`src/rtl/alu_mp_sequencer_pkg.sv`:
```
// rtl/alu_mp_sequencer_pkg.sv - shared ALU op and sequencer state encodings
package alu_mp_sequencer_pkg;

    typedef enum logic [2:0] {
        ALU_ADD = 3'b000,
        ALU_SUB = 3'b001,
        ALU_AND = 3'b010,
        ALU_OR  = 3'b011,
        ALU_NOT = 3'b100,
        ALU_XOR = 3'b101,
        ALU_NEG = 3'b110,
        ALU_SHL = 3'b111
    } alu_op_e;

    typedef enum logic [1:0] {
        IDLE  = 2'b00,
        PASS1 = 2'b01,
        PASS2 = 2'b10,
        DONE  = 2'b11
    } state_e;

    // Ops whose per-nibble carry/borrow must be folded into the next nibble.
    function automatic logic needs_fixup(input alu_op_e op);
        return (op == ALU_ADD) || (op == ALU_SUB) || (op == ALU_NEG) || (op == ALU_SHL);
    endfunction

endpackage

```
`src/rtl/alu_mp_sequencer_if.sv`:
```
// rtl/alu_mp_sequencer_if.sv - request/response handshake bundle
interface alu_mp_sequencer_if #(
    parameter int NIBBLES = 2
);
    localparam int W = 4 * NIBBLES;

    logic         req_valid;
    logic         req_ready;
    logic [2:0]   req_op;
    logic [W-1:0] req_a;
    logic [W-1:0] req_b;
    logic         rsp_valid;
    logic         rsp_ready;
    logic [W-1:0] rsp_result;
    logic         rsp_carry;

    modport master (
        output req_valid, req_op, req_a, req_b, rsp_ready,
        input  req_ready, rsp_valid, rsp_result, rsp_carry
    );

    modport slave (
        input  req_valid, req_op, req_a, req_b, rsp_ready,
        output req_ready, rsp_valid, rsp_result, rsp_carry
    );

endinterface

```
`src/rtl/alu_mp_sequencer_alux4.sv`:
```
// rtl/alu_mp_sequencer_alux4.sv - 4-bit combinational ALU without carry-in
module alu_mp_sequencer_alux4
    import alu_mp_sequencer_pkg::*;
(
    input  alu_op_e    op,
    input  logic [3:0] a,
    input  logic [3:0] b,
    output logic [3:0] y,
    output logic       cout
);

    always_comb begin
        y    = 4'd0;
        cout = 1'b0;
        case (op)
            ALU_ADD: {cout, y} = {1'b0, a} + {1'b0, b};
            ALU_SUB: begin
                y    = a - b;
                cout = (a < b);
            end
            ALU_AND: y = a & b;
            ALU_OR:  y = a | b;
            ALU_NOT: y = ~a;
            ALU_XOR: y = a ^ b;
            ALU_NEG: begin
                y    = 4'd0 - a;
                cout = (a != 4'd0);
            end
            ALU_SHL: begin
                y    = {a[2:0], 1'b0};
                cout = a[3];
            end
            default: ;
        endcase
    end

endmodule

```
`src/rtl/alu_mp_sequencer.sv`:
```
// rtl/alu_mp_sequencer.sv - multi-precision ops sequenced nibble by nibble over one ALUx4
module alu_mp_sequencer
    import alu_mp_sequencer_pkg::*;
#(
    parameter int NIBBLES = 2
) (
    input  logic               clk,
    input  logic               rst_n,
    alu_mp_sequencer_if.slave  bus
);

    localparam int W  = 4 * NIBBLES;
    localparam int IW = (NIBBLES > 1) ? $clog2(NIBBLES) : 1;
    localparam logic [IW-1:0] LAST = IW'(NIBBLES - 1);

    state_e        state_q, state_d;
    alu_op_e       op_q, op_d;
    logic [W-1:0]  a_q, a_d, b_q, b_d, res_q, res_d;
    logic [W-1:0]  rsp_result_q, rsp_result_d;
    logic [IW-1:0] idx_q, idx_d;
    logic          cin_q, cin_d, c1_q, c1_d, rsp_carry_q, rsp_carry_d;

    logic [3:0]    a_nib, b_nib, r_nib;
    alu_op_e       alu_op;
    logic [3:0]    alu_a, alu_b, alu_y;
    logic          alu_cout;
    logic          do_adv, cin_next;

    assign a_nib = a_q[{idx_q, 2'b00} +: 4];
    assign b_nib = b_q[{idx_q, 2'b00} +: 4];
    assign r_nib = res_q[{idx_q, 2'b00} +: 4];

    // PASS2 folds the incoming carry/borrow into the partial nibble already stored.
    always_comb begin
        alu_op = ALU_ADD;
        alu_a  = a_nib;
        alu_b  = b_nib;
        if (state_q == PASS2) begin
            alu_a = r_nib;
            alu_b = 4'd1;
            case (op_q)
                ALU_ADD: alu_op = ALU_ADD;
                ALU_SHL: alu_op = ALU_OR;
                default: alu_op = ALU_SUB;
            endcase
        end else if (op_q == ALU_NEG) begin
            alu_op = ALU_SUB;
            alu_a  = 4'd0;
            alu_b  = a_nib;
        end else begin
            alu_op = op_q;
        end
    end

    alu_mp_sequencer_alux4 u_alu (
        .op   (alu_op),
        .a    (alu_a),
        .b    (alu_b),
        .y    (alu_y),
        .cout (alu_cout)
    );

    always_comb begin
        state_d      = state_q;
        op_d         = op_q;
        a_d          = a_q;
        b_d          = b_q;
        res_d        = res_q;
        rsp_result_d = rsp_result_q;
        idx_d        = idx_q;
        cin_d        = cin_q;
        c1_d         = c1_q;
        rsp_carry_d  = rsp_carry_q;
        do_adv       = 1'b0;
        cin_next     = cin_q;

        case (state_q)
            IDLE: begin
                if (bus.req_valid) begin
                    op_d    = alu_op_e'(bus.req_op);
                    a_d     = bus.req_a;
                    b_d     = bus.req_b;
                    res_d   = '0;
                    idx_d   = '0;
                    cin_d   = 1'b0;
                    c1_d    = 1'b0;
                    state_d = PASS1;
                end
            end
            PASS1: begin
                res_d[{idx_q, 2'b00} +: 4] = alu_y;
                c1_d = alu_cout;
                if (cin_q && needs_fixup(op_q)) begin
                    state_d = PASS2;
                end else begin
                    cin_next = alu_cout;
                    do_adv   = 1'b1;
                end
            end
            PASS2: begin
                res_d[{idx_q, 2'b00} +: 4] = alu_y;
                cin_next = c1_q | alu_cout;
                do_adv   = 1'b1;
            end
            DONE: begin
                if (bus.rsp_ready) begin
                    state_d = IDLE;
                end
            end
            default: state_d = IDLE;
        endcase

        if (do_adv) begin
            cin_d = cin_next;
            if (idx_q == LAST) begin
                rsp_result_d = res_d;
                rsp_carry_d  = needs_fixup(op_q) ? cin_next : 1'b0;
                state_d      = DONE;
            end else begin
                idx_d   = idx_q + 1'b1;
                state_d = PASS1;
            end
        end
    end

    always_ff @(posedge clk or negedge rst_n) begin
        if (!rst_n) begin
            state_q      <= IDLE;
            op_q         <= ALU_ADD;
            a_q          <= '0;
            b_q          <= '0;
            res_q        <= '0;
            rsp_result_q <= '0;
            idx_q        <= '0;
            cin_q        <= 1'b0;
            c1_q         <= 1'b0;
            rsp_carry_q  <= 1'b0;
        end else begin
            state_q      <= state_d;
            op_q         <= op_d;
            a_q          <= a_d;
            b_q          <= b_d;
            res_q        <= res_d;
            rsp_result_q <= rsp_result_d;
            idx_q        <= idx_d;
            cin_q        <= cin_d;
            c1_q         <= c1_d;
            rsp_carry_q  <= rsp_carry_d;
        end
    end

    assign bus.req_ready  = (state_q == IDLE);
    assign bus.rsp_valid  = (state_q == DONE);
    assign bus.rsp_result = rsp_result_q;
    assign bus.rsp_carry  = rsp_carry_q;

endmodule

```
`src/flat_wrapper.sv`:
```
// flat-port wrapper written by rule: the top's interface ports become plain ports
module alu_mp_sequencer_flat import alu_mp_sequencer_pkg::*;
#(
    parameter int NIBBLES = 2
)
  (clk, rst_n, bus_req_valid, bus_req_op, bus_req_a, bus_req_b, bus_rsp_ready, bus_req_ready, bus_rsp_valid, bus_rsp_result, bus_rsp_carry);
  alu_mp_sequencer_if #(.NIBBLES(NIBBLES)) bus_i ();
  input  logic clk;
  input  logic rst_n;
  input wire logic [$bits(bus_i.req_valid)-1:0] bus_req_valid;
  input wire logic [$bits(bus_i.req_op)-1:0] bus_req_op;
  input wire logic [$bits(bus_i.req_a)-1:0] bus_req_a;
  input wire logic [$bits(bus_i.req_b)-1:0] bus_req_b;
  input wire logic [$bits(bus_i.rsp_ready)-1:0] bus_rsp_ready;
  output wire logic [$bits(bus_i.req_ready)-1:0] bus_req_ready;
  output wire logic [$bits(bus_i.rsp_valid)-1:0] bus_rsp_valid;
  output wire logic [$bits(bus_i.rsp_result)-1:0] bus_rsp_result;
  output wire logic [$bits(bus_i.rsp_carry)-1:0] bus_rsp_carry;
  assign bus_i.req_valid = bus_req_valid;
  assign bus_i.req_op = bus_req_op;
  assign bus_i.req_a = bus_req_a;
  assign bus_i.req_b = bus_req_b;
  assign bus_i.rsp_ready = bus_rsp_ready;
  assign bus_req_ready = bus_i.req_ready;
  assign bus_rsp_valid = bus_i.rsp_valid;
  assign bus_rsp_result = bus_i.rsp_result;
  assign bus_rsp_carry = bus_i.rsp_carry;
  alu_mp_sequencer #(.NIBBLES(NIBBLES)) u_core (.clk(clk), .rst_n(rst_n), .bus(bus_i));
endmodule
```
`config.mk`:
```
export PLATFORM = sky130hd
export DESIGN_NAME = alu_mp_sequencer_flat
export DESIGN_NICKNAME = d
export VERILOG_FILES = /design/src/rtl/alu_mp_sequencer_pkg.sv /design/src/rtl/alu_mp_sequencer_if.sv /design/src/rtl/alu_mp_sequencer_alux4.sv /design/src/rtl/alu_mp_sequencer.sv /design/src/flat_wrapper.sv
export SDC_FILE = /design/constraint.sdc
export NUM_CORES = 1
export LEC_CHECK = 0
export CORE_MARGIN = 3
export CORE_UTILIZATION = 50
export CTS_CLUSTER_SIZE = 8
export DETAILED_ROUTE_END_ITERATION = 8
export GPL_TIMING_DRIVEN = 0
export HOLD_SLACK_MARGIN = 0.05
export PLACE_DENSITY = 0.78
export SYNTH_ARGS = -nofsm -noshare
export SYNTH_HDL_FRONTEND = slang
export SYNTH_SLANG_ARGS = --single-unit
```
`constraint.sdc`:
```
create_clock -name clk -period 5.6 [get_ports clk]
set_input_delay 1.12 -clock clk [delete_from_list [all_inputs] [get_ports clk]]
set_output_delay 1.12 -clock clk [all_outputs]
set_load 0.01 [all_outputs]
```
==> implementation parameters <==
Parameter                              Value

Timing
  Slew HR    39.5%
  Setup repair after global routing missed its margin    false
  Final TNS setup    0 ns
  F_max    265 MHz
  Endpoints failing setup    0
  Count of endpoints failing hold in the final timing report    0
  Setup skew after layout    0.00664 ns
  Tightest Pin Transition    0.907 ns
  Part of the cycle the worst path needs    67.4%
  Final period demand of the worst path    3.77 ns
  Worst hold-check slack    0.490 ns
  Final count of pins violating max slew    0

Setup path
  FF-to-FF Start    u_core.op_q[0]$_DFFE_PN0P_
  Series of cell instances along the critical path    buf_2 > inv_1 > nand3_1 > mux2_2 > nor2_1 > a211oi_1 > inv_1 > fa_1 > nand2b_1 > a21oi_1 > a211oi_1 > nor3b_1 > o21ai_1 > a31o_2
  Arr. time, crit path    4.00 ns
  R2R depth    14
  Origin of the worst setup path    u_core.op_q[0]$_DFFE_PN0P_
  Crit path largest cell delay    0.64 ns
  Startpoint Class    flip-flop
  Crit path max-delay family    compound AO/OA/AOI/OAI gates
  Type of the worst setup path    reg -> reg
  Critical path endpoint category    flip-flop
  Critical path destination    u_core.bus.rsp_carry$_DFFE_PN0P_
  RR Endpoint    u_core.bus.rsp_carry$_DFFE_PN0P_
  Reg-to-reg setup timing slack    1.83 ns
  Largest fanout of any net on the critical path    10
  Critical path depth in cells    14
  Worst Path Required    5.83 ns
  Number of buffer and inverter stages on the critical path    3
  Library cell contributing the largest single delay on the critical path    sky130_fd_sc_hd__a211oi_1

Finish
  Fraction of final layout cells with drive strength greater than 1    16.3%
  FILL cells    469
  Area growth, synth to finish    18.3%
  N_diodes    0
  Post-layout nets    360
  Filler-free cell count of the finished design    390

GRT
  GRT Resource Usage Total    22.0%
  Vias in the first global route    2233
  Overflow left after global routing    0
  Number of antenna violations at the first check in global routing    0
  Maximum number of pins on one net before global-route repair    42
  Global-route wire length before repair    10.9 mm

Floorplan
  Row Count    26
  Die X-Extent    79.9 um
  Die Height    79.9 um
  Area of the core    5200 um2
  Boundary Pins    34
  Effective utilization at floorplan    52.5%
  Total die area    6390 um2

Power
  VDD IR-drop max    0.280 mV
  Static Leakage    1.42 nW
  Power density over the cells    702 nW/um2

Clocking
  Post-cts hold buffer count    0
  H-tree levels    2
  Clk slew on worst S/H paths    0.08 ns
  Maximum clock insertion buffer count    2
  Master cell of the clock root buffer    sky130_fd_sc_hd__clkbuf_8
  CTS tree    built
  Skew-Pair Late Insertion Delay    0.29 ns
  Total setup buffers inserted after CTS    0
  Number of cells upsized or downsized after cts    0
  Number of clock buffers inserted by TritonCTS    5
  Number of clock sinks seen by CTS    41

Min path
  Hold Path Class    reg -> reg

Yosys
  Synthesis Warnings    0
  Post-synth top area share    37.5%
  Avg Cell Area, Syn    9.80 um2
  Sequential share of the synthesized area    37.5%
  Post-synth cell types    48
  Cell type with the highest aggregate area in the netlist    sky130_fd_sc_hd__dfrtp_1
  Number of enable flip-flop cells after synthesis    0
  Post-synth ARST share    100%
  Synth top area cells    sky130_fd_sc_hd__dfrtp_1 (38%), sky130_fd_sc_hd__mux2_2 (9.5%), sky130_fd_sc_hd__ha_1 (7.3%)
  Mapped Cells    279
  Mapped Nets    320
  Synth top cells by count    sky130_fd_sc_hd__dfrtp_1 (41), sky130_fd_sc_hd__nand2_1 (28), sky130_fd_sc_hd__o21ai_0 (25)
  Number of synthesized register bits    41
  Most frequent cell after synthesis    sky130_fd_sc_hd__dfrtp_1
  Primary flip-flop cell chosen by synthesis mapping    sky130_fd_sc_hd__dfrtp_1
  Mapped cell area    2730 um2

Place
  GP Congestion    0.902
  Placed cells    382
  Number of buffers inserted by port buffering    33
  Hpwl dp    4.94 mm

Route
  Iteration-0 DRC count of the detailed router    162
  Antenna-violating nets left    0
  Total wire length    6.42 mm
  Drt pass-1 iters    4
  DRC Markers    0
  Via count    2220
  Wire length per cell    16.5 um
  Vias per cell    5.69

Run status
  Run status    finished, final reports clean

Run
  Maximum capacitance violations    0
==> final cells by class <==
class / count / area, um2 / area share [%]
Multi-Input combinational cell: 205 / 1560 / 48.2
Buffer: 12 / 71.3 / 2.21
Inverter: 21 / 78.8 / 2.44
Clock buffer: 6 / 72.6 / 2.24
Sequential cell: 41 / 1030 / 31.7
Tap cell: 70 / 87.6 / 2.71
Timing Repair Buffer: 33 / 325 / 10.1
Clock inverter: 2 / 15.0 / 0.464
==> flip-flops by register name, summed over array words and instances, names as in the netlist <==
register               flops
u_core.a_q                 8
u_core.b_q                 8
u_core.bus.rsp_result      8
u_core.res_q               8
u_core.op_q                3
u_core.state_q             2
u_core.bus.rsp_carry       1
u_core.c1_q                1
u_core.cin_q               1
u_core.idx_q               1
==> logic make-up after synthesis <==
| kind of cell | after synthesis | synth area share [%] |
|---|---|---|
| adders and majority gates | 18 | 8.79 |
| and+or+nand+nor | 80 | 14.3 |
| AOI/OAI and AO/OA | 73 | 18.2 |
| muxes | 32 | 15.1 |
| xor gates and xnor gates | 2 | 0.641 |
| buffers and inverters | 33 | 5.49 |
| DFF | 41 | 37.5 |
==> worst min path at each step <==
stage	from	to	slack, ns	cells after the start
2_1_floorplan	u_core.res_q[1]$_DFF_PN0_	u_core.bus.rsp_result[1]$_DFFE_PN0P_	0.46	2
3_3_place_gp	u_core.bus.rsp_result[1]$_DFFE_PN0P_	u_core.bus.rsp_result[1]$_DFFE_PN0P_	0.47	2
3_5_place_dp	u_core.bus.rsp_result[3]$_DFFE_PN0P_	u_core.bus.rsp_result[3]$_DFFE_PN0P_	0.47	2
4_1_cts	u_core.bus.rsp_result[3]$_DFFE_PN0P_	u_core.bus.rsp_result[3]$_DFFE_PN0P_	0.49	2
5_1_grt	u_core.bus.rsp_result[1]$_DFFE_PN0P_	u_core.bus.rsp_result[1]$_DFFE_PN0P_	0.53	2
6_report	u_core.bus.rsp_result[2]$_DFFE_PN0P_	u_core.bus.rsp_result[2]$_DFFE_PN0P_	0.49	2
==> report_power, final <==
| group | total (W) | switching, W | internal (W) |
|---|---|---|---|
| registers | 0.000509 | 0.0000815 | 0.000427 |
| clock network | 0.000192 | 0.000104 | 0.0000879 |
| logic | 0.00157 | 0.000896 | 0.000676 |
==> metal layers <==
metal | global-route usage, % | vias to the layer above | wire length (um)
met5 | 0 | - | 0
met4 | 8.95 | 0 | 130
met3 | 3.16 | 10 | 298
met2 | 34.9 | 62 | 3170
met1 | 30.1 | 1081 | 2830
li1 | - | 1067 | -
==> through the flow <==
stage	setup WS [ns]	area [um2]	power [W]	utilization (%)
floorplan	2.58	2730	0.00164	-
global placement	1.95	3150	0.00202	60.6
detailed placement	1.84	3150	0.00206	60.5
CTS	1.84	3230	0.00226	62.1
global route	1.55	3230	0.00248	62.1
finish	1.83	3230	0.00227	62.1
==> worst reg2reg max path: stages (launching register included) <==
cell	delay, ns
sky130_fd_sc_hd__dfrtp_1	0.36
sky130_fd_sc_hd__buf_2	0.17
sky130_fd_sc_hd__inv_1	0.12
sky130_fd_sc_hd__nand3_1	0.30
sky130_fd_sc_hd__mux2_2	0.34
sky130_fd_sc_hd__nor2_1	0.04
sky130_fd_sc_hd__a211oi_1	0.64
sky130_fd_sc_hd__inv_1	0.22
sky130_fd_sc_hd__fa_1	0.46
sky130_fd_sc_hd__nand2b_1	0.13
sky130_fd_sc_hd__a21oi_1	0.08
sky130_fd_sc_hd__a211oi_1	0.40
sky130_fd_sc_hd__nor3b_1	0.09
sky130_fd_sc_hd__o21ai_1	0.20
sky130_fd_sc_hd__a31o_2	0.19
==> cells in the final DEF, fill, tap and decap left out, types with 3 or more instances in the layout <==
cell / instances
sky130_fd_sc_hd__dfrtp_1: 41
sky130_fd_sc_hd__clkdlybuf4s50_1: 32
sky130_fd_sc_hd__nand2_1: 28
sky130_fd_sc_hd__o21ai_0: 25
sky130_fd_sc_hd__mux2_2: 23
sky130_fd_sc_hd__inv_1: 21
sky130_fd_sc_hd__ha_1: 16
sky130_fd_sc_hd__nor2_1: 15
sky130_fd_sc_hd__a21oi_1: 9
sky130_fd_sc_hd__nor2b_1: 7
sky130_fd_sc_hd__and2_1: 7
sky130_fd_sc_hd__clkbuf_1: 6
sky130_fd_sc_hd__mux4_2: 5
sky130_fd_sc_hd__a211oi_1: 5
sky130_fd_sc_hd__nand2b_1: 5
sky130_fd_sc_hd__nor3_1: 5
sky130_fd_sc_hd__o21ai_1: 5
sky130_fd_sc_hd__clkbuf_8: 5
sky130_fd_sc_hd__buf_2: 4
sky130_fd_sc_hd__nand3_1: 4
sky130_fd_sc_hd__mux2i_1: 4
sky130_fd_sc_hd__o211ai_1: 3
sky130_fd_sc_hd__a31oi_1: 3
sky130_fd_sc_hd__o31ai_1: 3
Note: power is estimated with default switching activity, not from simulation.
